--- src/rtl/riscv_pkg.sv ---
// Shared constants for the data-memory path: router FSM encoding,
// target select codes and the default memory map.
package riscv_pkg;

    localparam logic [1:0] ST_IDLE = 2'd0;
    localparam logic [1:0] ST_REQ  = 2'd1;
    localparam logic [1:0] ST_WAIT = 2'd2;
    localparam logic [1:0] ST_DONE = 2'd3;

    localparam logic [1:0] TGT_RAM  = 2'd0;
    localparam logic [1:0] TGT_IO   = 2'd1;
    localparam logic [1:0] TGT_NONE = 2'd2;

    localparam logic [31:0] DEF_RAM_BASE = 32'h0000_0000;
    localparam int          DEF_RAM_AW   = 12;
    localparam logic [31:0] DEF_IO_BASE  = 32'h1000_0000;
    localparam int          DEF_IO_AW    = 8;
    localparam int          DEF_TIMEOUT  = 15;

endpackage

--- src/rtl/addr_decode.sv ---
// Maps a byte address onto the RAM window, the peripheral window or nothing.
// RAM is checked first so it wins if the windows were ever made to overlap.
module addr_decode
    import riscv_pkg::*;
#(
    parameter logic [31:0] RAM_BASE = DEF_RAM_BASE,
    parameter int          RAM_AW   = DEF_RAM_AW,
    parameter logic [31:0] IO_BASE  = DEF_IO_BASE,
    parameter int          IO_AW    = DEF_IO_AW
) (
    input  logic [31:0] addr,
    output logic [1:0]  tgt
);

    logic unused_addr;
    assign unused_addr = ^addr;

    always_comb begin
        tgt = TGT_NONE;
        if (addr[31:RAM_AW] == RAM_BASE[31:RAM_AW]) begin
            tgt = TGT_RAM;
        end else if (addr[31:IO_AW] == IO_BASE[31:IO_AW]) begin
            tgt = TGT_IO;
        end
    end

endmodule

--- src/rtl/dmem_router.sv ---
// Steers one outstanding data-memory transaction to RAM or peripheral space
// and returns its response, covering unmapped addresses and timeouts.
module dmem_router
    import riscv_pkg::*;
#(
    parameter logic [31:0] RAM_BASE = DEF_RAM_BASE,
    parameter int          RAM_AW   = DEF_RAM_AW,
    parameter logic [31:0] IO_BASE  = DEF_IO_BASE,
    parameter int          IO_AW    = DEF_IO_AW,
    parameter int          TIMEOUT  = DEF_TIMEOUT
) (
    input  logic        clk,
    input  logic        rst,
    input  logic        req_valid,
    output logic        req_ready,
    input  logic [31:0] req_addr,
    input  logic        req_we,
    input  logic [31:0] req_wdata,
    input  logic [3:0]  req_wstrb,
    output logic        resp_valid,
    output logic [31:0] resp_rdata,
    output logic        resp_err,
    output logic        ram_valid,
    input  logic        ram_ready,
    output logic [31:0] ram_addr,
    output logic [31:0] ram_wdata,
    output logic        ram_we,
    output logic [3:0]  ram_wstrb,
    input  logic        ram_rvalid,
    input  logic [31:0] ram_rdata,
    output logic        io_valid,
    input  logic        io_ready,
    output logic [31:0] io_addr,
    output logic [31:0] io_wdata,
    output logic        io_we,
    output logic [3:0]  io_wstrb,
    input  logic        io_rvalid,
    input  logic [31:0] io_rdata
);

    localparam int CW = $clog2(TIMEOUT + 1);

    logic [1:0]    state_q, state_d;
    logic [1:0]    tgt_q, tgt_d;
    logic [31:0]   addr_q, addr_d;
    logic          we_q, we_d;
    logic [31:0]   wdata_q, wdata_d;
    logic [3:0]    wstrb_q, wstrb_d;
    logic [CW-1:0] cnt_q, cnt_d;
    logic [31:0]   rdata_q, rdata_d;
    logic          err_q, err_d;

    logic [1:0]  dec_tgt;
    logic        sel_ready;
    logic        sel_rvalid;
    logic [31:0] sel_rdata;
    logic        tmo;

    addr_decode #(
        .RAM_BASE (RAM_BASE),
        .RAM_AW   (RAM_AW),
        .IO_BASE  (IO_BASE),
        .IO_AW    (IO_AW)
    ) u_decode (
        .addr (req_addr),
        .tgt  (dec_tgt)
    );

    assign sel_ready  = (tgt_q == TGT_RAM) ? ram_ready  : io_ready;
    assign sel_rvalid = (tgt_q == TGT_RAM) ? ram_rvalid : io_rvalid;
    assign sel_rdata  = (tgt_q == TGT_RAM) ? ram_rdata  : io_rdata;

    // Fires on the last REQ/WAIT cycle, so DONE lands TIMEOUT+1 after accept
    assign tmo = (cnt_q == CW'(TIMEOUT - 1));

    always_comb begin
        state_d = state_q;
        tgt_d   = tgt_q;
        addr_d  = addr_q;
        we_d    = we_q;
        wdata_d = wdata_q;
        wstrb_d = wstrb_q;
        cnt_d   = cnt_q;
        rdata_d = rdata_q;
        err_d   = err_q;
        unique case (state_q)
            ST_IDLE: begin
                if (req_valid) begin
                    addr_d  = req_addr;
                    we_d    = req_we;
                    wdata_d = req_wdata;
                    wstrb_d = req_wstrb;
                    tgt_d   = dec_tgt;
                    cnt_d   = '0;
                    rdata_d = '0;
                    err_d   = (dec_tgt == TGT_NONE);
                    state_d = (dec_tgt == TGT_NONE) ? ST_DONE : ST_REQ;
                end
            end
            ST_REQ: begin
                cnt_d = cnt_q + CW'(1);
                if (tmo) begin
                    err_d   = 1'b1;
                    rdata_d = '0;
                    state_d = ST_DONE;
                end else if (sel_ready) begin
                    state_d = ST_WAIT;
                end
            end
            ST_WAIT: begin
                cnt_d = cnt_q + CW'(1);
                if (sel_rvalid) begin
                    rdata_d = we_q ? 32'h0 : sel_rdata;
                    err_d   = 1'b0;
                    state_d = ST_DONE;
                end else if (tmo) begin
                    err_d   = 1'b1;
                    rdata_d = '0;
                    state_d = ST_DONE;
                end
            end
            ST_DONE: begin
                state_d = ST_IDLE;
            end
            default: begin
                state_d = ST_IDLE;
            end
        endcase
    end

    always_ff @(posedge clk) begin
        if (rst) begin
            state_q <= ST_IDLE;
            tgt_q   <= TGT_NONE;
            addr_q  <= '0;
            we_q    <= 1'b0;
            wdata_q <= '0;
            wstrb_q <= '0;
            cnt_q   <= '0;
            rdata_q <= '0;
            err_q   <= 1'b0;
        end else begin
            state_q <= state_d;
            tgt_q   <= tgt_d;
            addr_q  <= addr_d;
            we_q    <= we_d;
            wdata_q <= wdata_d;
            wstrb_q <= wstrb_d;
            cnt_q   <= cnt_d;
            rdata_q <= rdata_d;
            err_q   <= err_d;
        end
    end

    assign req_ready  = (state_q == ST_IDLE);
    assign resp_valid = (state_q == ST_DONE);
    assign resp_rdata = resp_valid ? rdata_q : 32'h0;
    assign resp_err   = resp_valid & err_q;

    assign ram_valid = (state_q == ST_REQ) && (tgt_q == TGT_RAM);
    assign io_valid  = (state_q == ST_REQ) && (tgt_q == TGT_IO);

    assign ram_addr  = addr_q;
    assign ram_wdata = wdata_q;
    assign ram_we    = we_q;
    assign ram_wstrb = wstrb_q;
    assign io_addr   = addr_q;
    assign io_wdata  = wdata_q;
    assign io_we     = we_q;
    assign io_wstrb  = wstrb_q;

endmodule

--- config.mk ---
export PLATFORM = sky130hd
export DESIGN_NAME = dmem_router
export DESIGN_NICKNAME = d
export VERILOG_FILES = /design/src/rtl/riscv_pkg.sv /design/src/rtl/addr_decode.sv /design/src/rtl/dmem_router.sv
export SDC_FILE = /design/constraint.sdc
export NUM_CORES = 1
export LEC_CHECK = 0
export ABC_CLOCK_PERIOD_IN_PS = 1750
export CORE_ASPECT_RATIO = 1.5
export CORE_MARGIN = 2
export CORE_UTILIZATION = 35
export DETAILED_ROUTE_END_ITERATION = 8
export PLACE_DENSITY = 0.77
export SYNTH_ARGS = -nofsm -noshare
export SYNTH_HDL_FRONTEND = slang
export SYNTH_HIERARCHICAL = 1
export SYNTH_SLANG_ARGS = --single-unit
--- constraint.sdc ---
create_clock -name clk -period 1.75 [get_ports clk]
set_input_delay 0.175 -clock clk [delete_from_list [all_inputs] [get_ports clk]]
set_output_delay 0.175 -clock clk [all_outputs]
set_load 0.01 [all_outputs]
==> flow_summary_export.csv, run 1 <==
group,metric,value,unit
status,outcome,"finished with violations",
status,violations,"setup timing",
timing,slew_headroom,0.6227,
clocking,clock_sinks,110,
synth,synth_top_flop_cell,"dfxtp_1",
route,wl_met3,1111,um
clocking,path_clk_slew,80,ps
synth,ys_ff_latch,110,
timing,setup_ws,-121.6,ps
power_and_ir_drop,p_total,9485,uW
route,drt_wl_total,17250,um
power_and_ir_drop,clkPwrFrac,0.227,
layout,area_delta_synth_final,69.17,%
route,antenna_left,0,
route,met1Wirelength,6547,um
route,top_layer,"met4",
power_and_ir_drop,power_leakage,0.003436,uW
placed_design,gp_congestion,0.7875,
power_and_ir_drop,p_sw,3290,uW
route,wl_met2,9256,um
placed_design,portBuffers,314,
hold_path,hold_start,"req_addr[17]",
synth,syn_area,5381,sq um
die,rows,55,
global_routing,grt_pass1_vias,4913,
critical_path,crit_fanout,4,
timing,min_period,1872,ps
route,drt-vias-per-instance,4.766,
hold_path,hold_path_class,"input pin to register",
layout,layout-drive-gt1-share,0.1809,
route,vias,5142,
clocking,cts_hold_buffers,0,
critical_path,crit_path_top_delay_cell,"or4_4",
layout,layout_common_cells,"clkdlybuf4s50_1 (256), nand2_1 (148), dfxtp_1 (108)",
critical_path,crit_path_start_kind,"register",
global_routing,grt_pass1_wl,25140,um
clocking,cts_buffer_depth,2,
critical_path,r2r-start,"state_q[1]",
clocking,cts_tree,"built",
synth,synth_cells,613,
clocking,numCtsBuffers,9,
clocking,worstSkewPairLatency,340,ps
route,wl_per_cell,15.99,um
timing,setup_violations,33,
power_and_ir_drop,p_per_area,1042,nW/um^2
die,die_area,16400,sq um
timing,clock.fmax,534.3,MHz
die,die_w,105.2,um
power_and_ir_drop,peakVddDrop,0.5729,mV
critical_path,path_delay_family,"simple AND/OR/NAND/NOR gates",
route,dr.pass1.iters,7,
route,drtIter0Drc,128,
synth,postSynth.asyncResetShare,0,
critical_path,critPathRequiredTime,1980,ps
power_and_ir_drop,switching_share,0.3469,
critical_path,worstPathCellList,"inv_4, ha_4, nor2b_4, or3_4, or4_4, o311a_1",
flow_run,maxCapViolCount,0,
timing,tightest_slew,566.0,ps
synth,syn_area_per_cell,8.779,sq um
power_and_ir_drop,seq_power_share,0.338,
synth,syn_nets,760,
critical_path,end_kind,"register",
critical_path,crit_buf_inv,1,
clocking,htreeDepth,3,
timing,maxSlewViolCount,0,
clocking,root_buffer,"clkbuf_16",
timing,tns,-1932,ps
placed_design,place_hpwl,12310,um
global_routing,gr-total-overflow,0,
critical_path,max_stage_delay,540,ps
die,coreArea,15070,sq um
layout,layout_commonest_cell,"clkdlybuf4s50_1",
layout,nNetsFinal,1021,
global_routing,grt_usage,0.1921,
timing,skew,8.076,ps
global_routing,antenna_found_initial,1,
synth,synth.distinct_cells,44,
power_and_ir_drop,cell_internal_pwr,6194,uW
critical_path,worst_ep_arrival_time,2100,ps
critical_path,critPathLaunch,"state_q[1]",
power_and_ir_drop,p_comb_frac,0.435,
timing,fin_crit_sh,1.070,
synth,synth_edf_count,0,
synth,seq_area_frac_synth,0.4092,
synth,yosys_warnings,6,
timing,rsz0062_at_grt,"true",
layout,fin_util,0.6041,
die,io_pins,315,
die,die_height,155.9,um
global_routing,grt_max_degree,53,
critical_path,crit_type,"register to register",
timing,hold_violations,0,
route,post-route-drc-count,0,
die,start_util,0.3571,
cell families after synthesis:
group	Yosys count	synth area share
buffers and inverters	114	0.1349
AO/OA/AOI/OAI	127	0.1872
adder cells (fa/ha/maj)	7	0.01627
flip-flops	110	0.4092
AND/OR/NAND/NOR	223	0.1930
multiplexers	32	0.05952
through the flow:
stage | setup WS (ps) | instances | hold slack (ps) | cell area [sq um]
6_report | -121.6 | 1079 | 153.9 | 9104
5_1_grt | -163.4 | 1079 | 163.8 | 9104
4_1_cts | -86.25 | 1072 | 177.2 | 8887
3_5_place_dp | -641.5 | 1045 | 444.8 | 8387
3_3_place_gp | -596.0 | 1045 | 438.4 | 8387
2_1_floorplan | -41.51 | 613 | 311.0 | 5399
final timing paths:
path	endpoint	slack [ps]	cells past startpoint
worst max-delay path	state_q[0]	-120	6
worst min-delay path	io_addr[17]	150	3
worst max register to register	state_q[0]	-120	6
worst min register to register	rdata_q[19]	460	1
routing by layer:
layer | track usage | up-vias
met1 | 0.2150 | 2412
met4 | 0.06603 | 0
met3 | 0.04553 | 16
li1 | - | 2520
met5 | 0 | -
met2 | 0.3527 | 194
layout make-up:
cell class                 instances  area, sq um
antenna                            1        2.502
clock buffer                      10        239.0
fill                            1332         5967
tap                              199        249.0
clock inverter                     6        76.32
inverter                           6        30.03
sequential                       110         2210
multi-input combinational        389         2834
timing repair buffer             358         3463
worst min-delay path: stages:
cell            delay (ps)
dlymetal6s2s_1         160
nand2_1                 70
a21oi_1                 50
power by group through the flow:
stage / clock [uW] / combinational [uW] / sequential, uW
3_5_place_dp: 0 / 3850 / 3230
3_3_place_gp: 0 / 3810 / 3220
4_1_cts: 2240 / 3960 / 3190
6_report: 2150 / 4130 / 3200
5_1_grt: 2330 / 4430 / 3260
2_1_floorplan: 0 / 2030 / 3260
synthesized netlist by cell type, drive strengths merged, types with 2 or more instances:
library cell | number | area share
buf | 84 | 0.11
clkbuf | 24 | 0.017
nor4 | 5 | 0.010
a21oi | 74 | 0.069
inv | 6 | 0.0042
nand2b | 3 | 0.0035
o311a | 4 | 0.0074
nand4 | 2 | 0.0023
nor2 | 7 | 0.0053
nor2b | 3 | 0.0035
nand2 | 149 | 0.10
nor3 | 3 | 0.0028
o21ai | 8 | 0.0081
and2 | 36 | 0.042
mux2i | 32 | 0.060
nand3 | 6 | 0.0056
o2111ai | 2 | 0.0033
o2bb2ai | 32 | 0.087
dfxtp | 110 | 0.41
ha | 7 | 0.016
timing repair:
item                                    in CTS  in global routing
hold endpoints to repair                     0                  0
buffers inserted                             9                  3
endpoints found under the setup margin      71                 69
pin swaps                                   10                 13
cloned                                       2                  3
resized for setup                          114                 69
state kept, by name, summed over array words and instances (netlist names), 2 cells and up:
name and count:
io_addr 32, io_wdata 32, rdata_q 32, cnt_q 4, io_wstrb 4, state_q 2
tgt_q 2
No activity file was read; power rests on OpenSTA's default activity.
==> inputs of run 2 (changes only) <==
--- a/config.mk
+++ b/config.mk
@@ -5,12 +5,11 @@
 export SDC_FILE = /design/constraint.sdc
 export NUM_CORES = 1
 export LEC_CHECK = 0
-export ABC_CLOCK_PERIOD_IN_PS = 1750
 export CORE_ASPECT_RATIO = 1.5
 export CORE_MARGIN = 2
 export CORE_UTILIZATION = 35
 export DETAILED_ROUTE_END_ITERATION = 8
-export PLACE_DENSITY = 0.77
+export PLACE_DENSITY = 0.87
 export SYNTH_ARGS = -nofsm -noshare
 export SYNTH_HDL_FRONTEND = slang
 export SYNTH_HIERARCHICAL = 1
==> flow_summary_export.csv, run 2 (synthesis gave the netlist of run 1 again) <==
group,metric,value,unit
status,outcome,"finished with violations",
status,violations,"setup timing",
power_and_ir_drop,p_total,9491,uW
placed_design,place_hpwl,12030,um
clocking,worstSkewPairLatency,340,ps
timing,clock.fmax,525.6,MHz
critical_path,critPathLaunch,"state_q[0]",
global_routing,grt_max_degree,54,
critical_path,crit_path_start_kind,"register",
die,die_w,105.2,um
die,start_util,0.3571,
layout,fill_cells,1228,
layout,fin_util,0.6081,
layout,layout_commonest_cell,"clkdlybuf4s50_1",
timing,hold_violations,0,
timing,tns,-3968,ps
placed_design,portBuffers,314,
die,die_area,16400,sq um
global_routing,antenna_found_initial,0,
layout,nNetsFinal,1020,
route,wl_per_cell,15.34,um
critical_path,crit_buf_inv,3,
critical_path,crit_fanout,6,
clocking,cts_tree,"built",
timing,setup_violations,34,
layout,layout-drive-gt1-share,0.1390,
timing,maxSlewViolCount,0,
global_routing,grt_usage,0.1844,
clocking,htreeDepth,3,
route,vias,5097,
clocking,numCtsBuffers,9,
critical_path,worstPathCellList,"buf_6, inv_8, ha_4, or4b_4, a211o_4, clkbuf_16, o2bb2ai_2",
global_routing,grt_pass1_wl,24720,um
critical_path,crit_type,"register to register",
placed_design,gp_congestion,0.8146,
die,io_pins,315,
power_and_ir_drop,peakVddDrop,0.4895,mV
critical_path,reg2regPathDepth,7,
critical_path,regToRegEndpoint,"rdata_q[1]",
clocking,clock_sinks,110,
timing,min_period,1903,ps
flow_run,maxCapViolCount,0,
route,dr.pass1.iters,4,
critical_path,path_delay_family,"compound AO/OA/AOI/OAI gates",
die,coreArea,15070,sq um
critical_path,r2r-start,"state_q[0]",
timing,rsz0062_at_grt,"true",
clocking,root_buffer,"clkbuf_16",
timing,setup_ws,-152.5,ps
critical_path,worst_ep_arrival_time,2170,ps
placed_design,dp.cells,1046,
critical_path,critPathRequiredTime,2020,ps
die,rows,55,
route,antenna_left,0,
global_routing,grt_pass1_vias,5034,
clocking,path_clk_slew,70,ps
clocking,cts_buffer_depth,2,
critical_path,crit_path_end,"rdata_q[1]",
die,die_height,155.9,um
critical_path,crit_path_top_delay_cell,"or4b_4",
layout,layout_common_cells,"clkdlybuf4s50_1 (253), nand2_1 (147), dfxtp_1 (108)",
critical_path,max_stage_delay,450,ps
power_and_ir_drop,p_per_area,1036,nW/um^2
timing,slew_headroom,0.6313,
route,drt_wl_total,16530,um
route,post-route-drc-count,0,
timing,hold_ws,133.2,ps
power_and_ir_drop,power_leakage,0.003557,uW
layout,diodes,0,
layout,area_delta_synth_final,70.31,%
hold_path,hold_path_class,"input pin to register",
critical_path,end_kind,"register",
route,drtIter0Drc,227,
timing,fin_crit_sh,1.087,
route,drt-vias-per-instance,4.733,
timing,skew,6.767,ps
layout,final_cells,1077,
timing,tightest_slew,553.0,ps
critical_path,ff2ff_setup_slack,-150,ps
critical_path,path_depth,7,
global_routing,gr-total-overflow,0,
run 2: changes by cell type in the layout (fill, tap and decap cells not counted), moves of 2 or more:
cell / before / now
nor4_2: 1 / 4
clkbuf_2: 25 / 0
buf_12: 7 / 9
dlygate4sd2_1: 19 / 54
buf_4: 31 / 28
buf_2: 9 / 2
nor4_4: 4 / 1
clkdlybuf4s50_1: 256 / 253
run 2: layer usage:
| metal | wire length [um] | vias to the layer above | track usage |
|---|---|---|---|
| li1 | - | 2523 | - |
| met1 | 6367 | 2359 | 0.2045 |
| met2 | 8818 | 195 | 0.3429 |
| met3 | 1070 | 20 | 0.04302 |
| met4 | 269 | 0 | 0.06032 |
| met5 | 0 | - | 0 |
run 2: worst min path at each step:
stage / from / end / slack (ps) / depth (start not counted)
6_report: req_addr[14] / io_addr[14] / 130 / 3
5_1_grt: req_addr[14] / io_addr[14] / 140 / 3
4_1_cts: req_addr[10] / io_addr[10] / 210 / 3
3_5_place_dp: rdata_q[0] / rdata_q[0] / 440 / 1
3_3_place_gp: rdata_q[31] / rdata_q[31] / 440 / 1
2_1_floorplan: req_addr[0] / io_addr[0] / 310 / 2
run 2: power by group:
group	leakage, uW	internal, uW	switching, uW
Combinational	0.00250	2190	1990
Sequential	0.000898	2860	312
Clock	0.000154	1180	959
run 2: metrics by stage:
step / worst slack (ps) / instance area, sq um
after global routing: -172.9 / 9165
final: -152.5 / 9165
after CTS: -120.9 / 8845
after floorplan: -41.51 / 5399
after detailed placement: -552.2 / 8419
after global placement: -573.7 / 8419
run 2: worst min-delay path, cell delays in order:
cell and delay [ps]:
dlymetal6s2s_1 140, nand2_1 60, a21oi_1 50
run 2: cell type report:
| type | instances | area, sq um | share of cell area |
|---|---|---|---|
| clock inverter | 6 | 76.32 | 0.008328 |
| inverter | 6 | 35.03 | 0.003823 |
| clock buffer | 10 | 239.0 | 0.02608 |
| tap | 199 | 249.0 | 0.02717 |
| multi-input combinational | 389 | 2761 | 0.3013 |
| sequential | 110 | 2210 | 0.2411 |
| timing repair buffer | 357 | 3595 | 0.3922 |
run 2: repair_timing:
action,4_1_cts,5_1_grt
buffers inserted,7,5
cloned,2,2
pin swaps,11,6
endpoints found under the setup margin,71,38
hold buffers,0,0
resized for setup,80,32
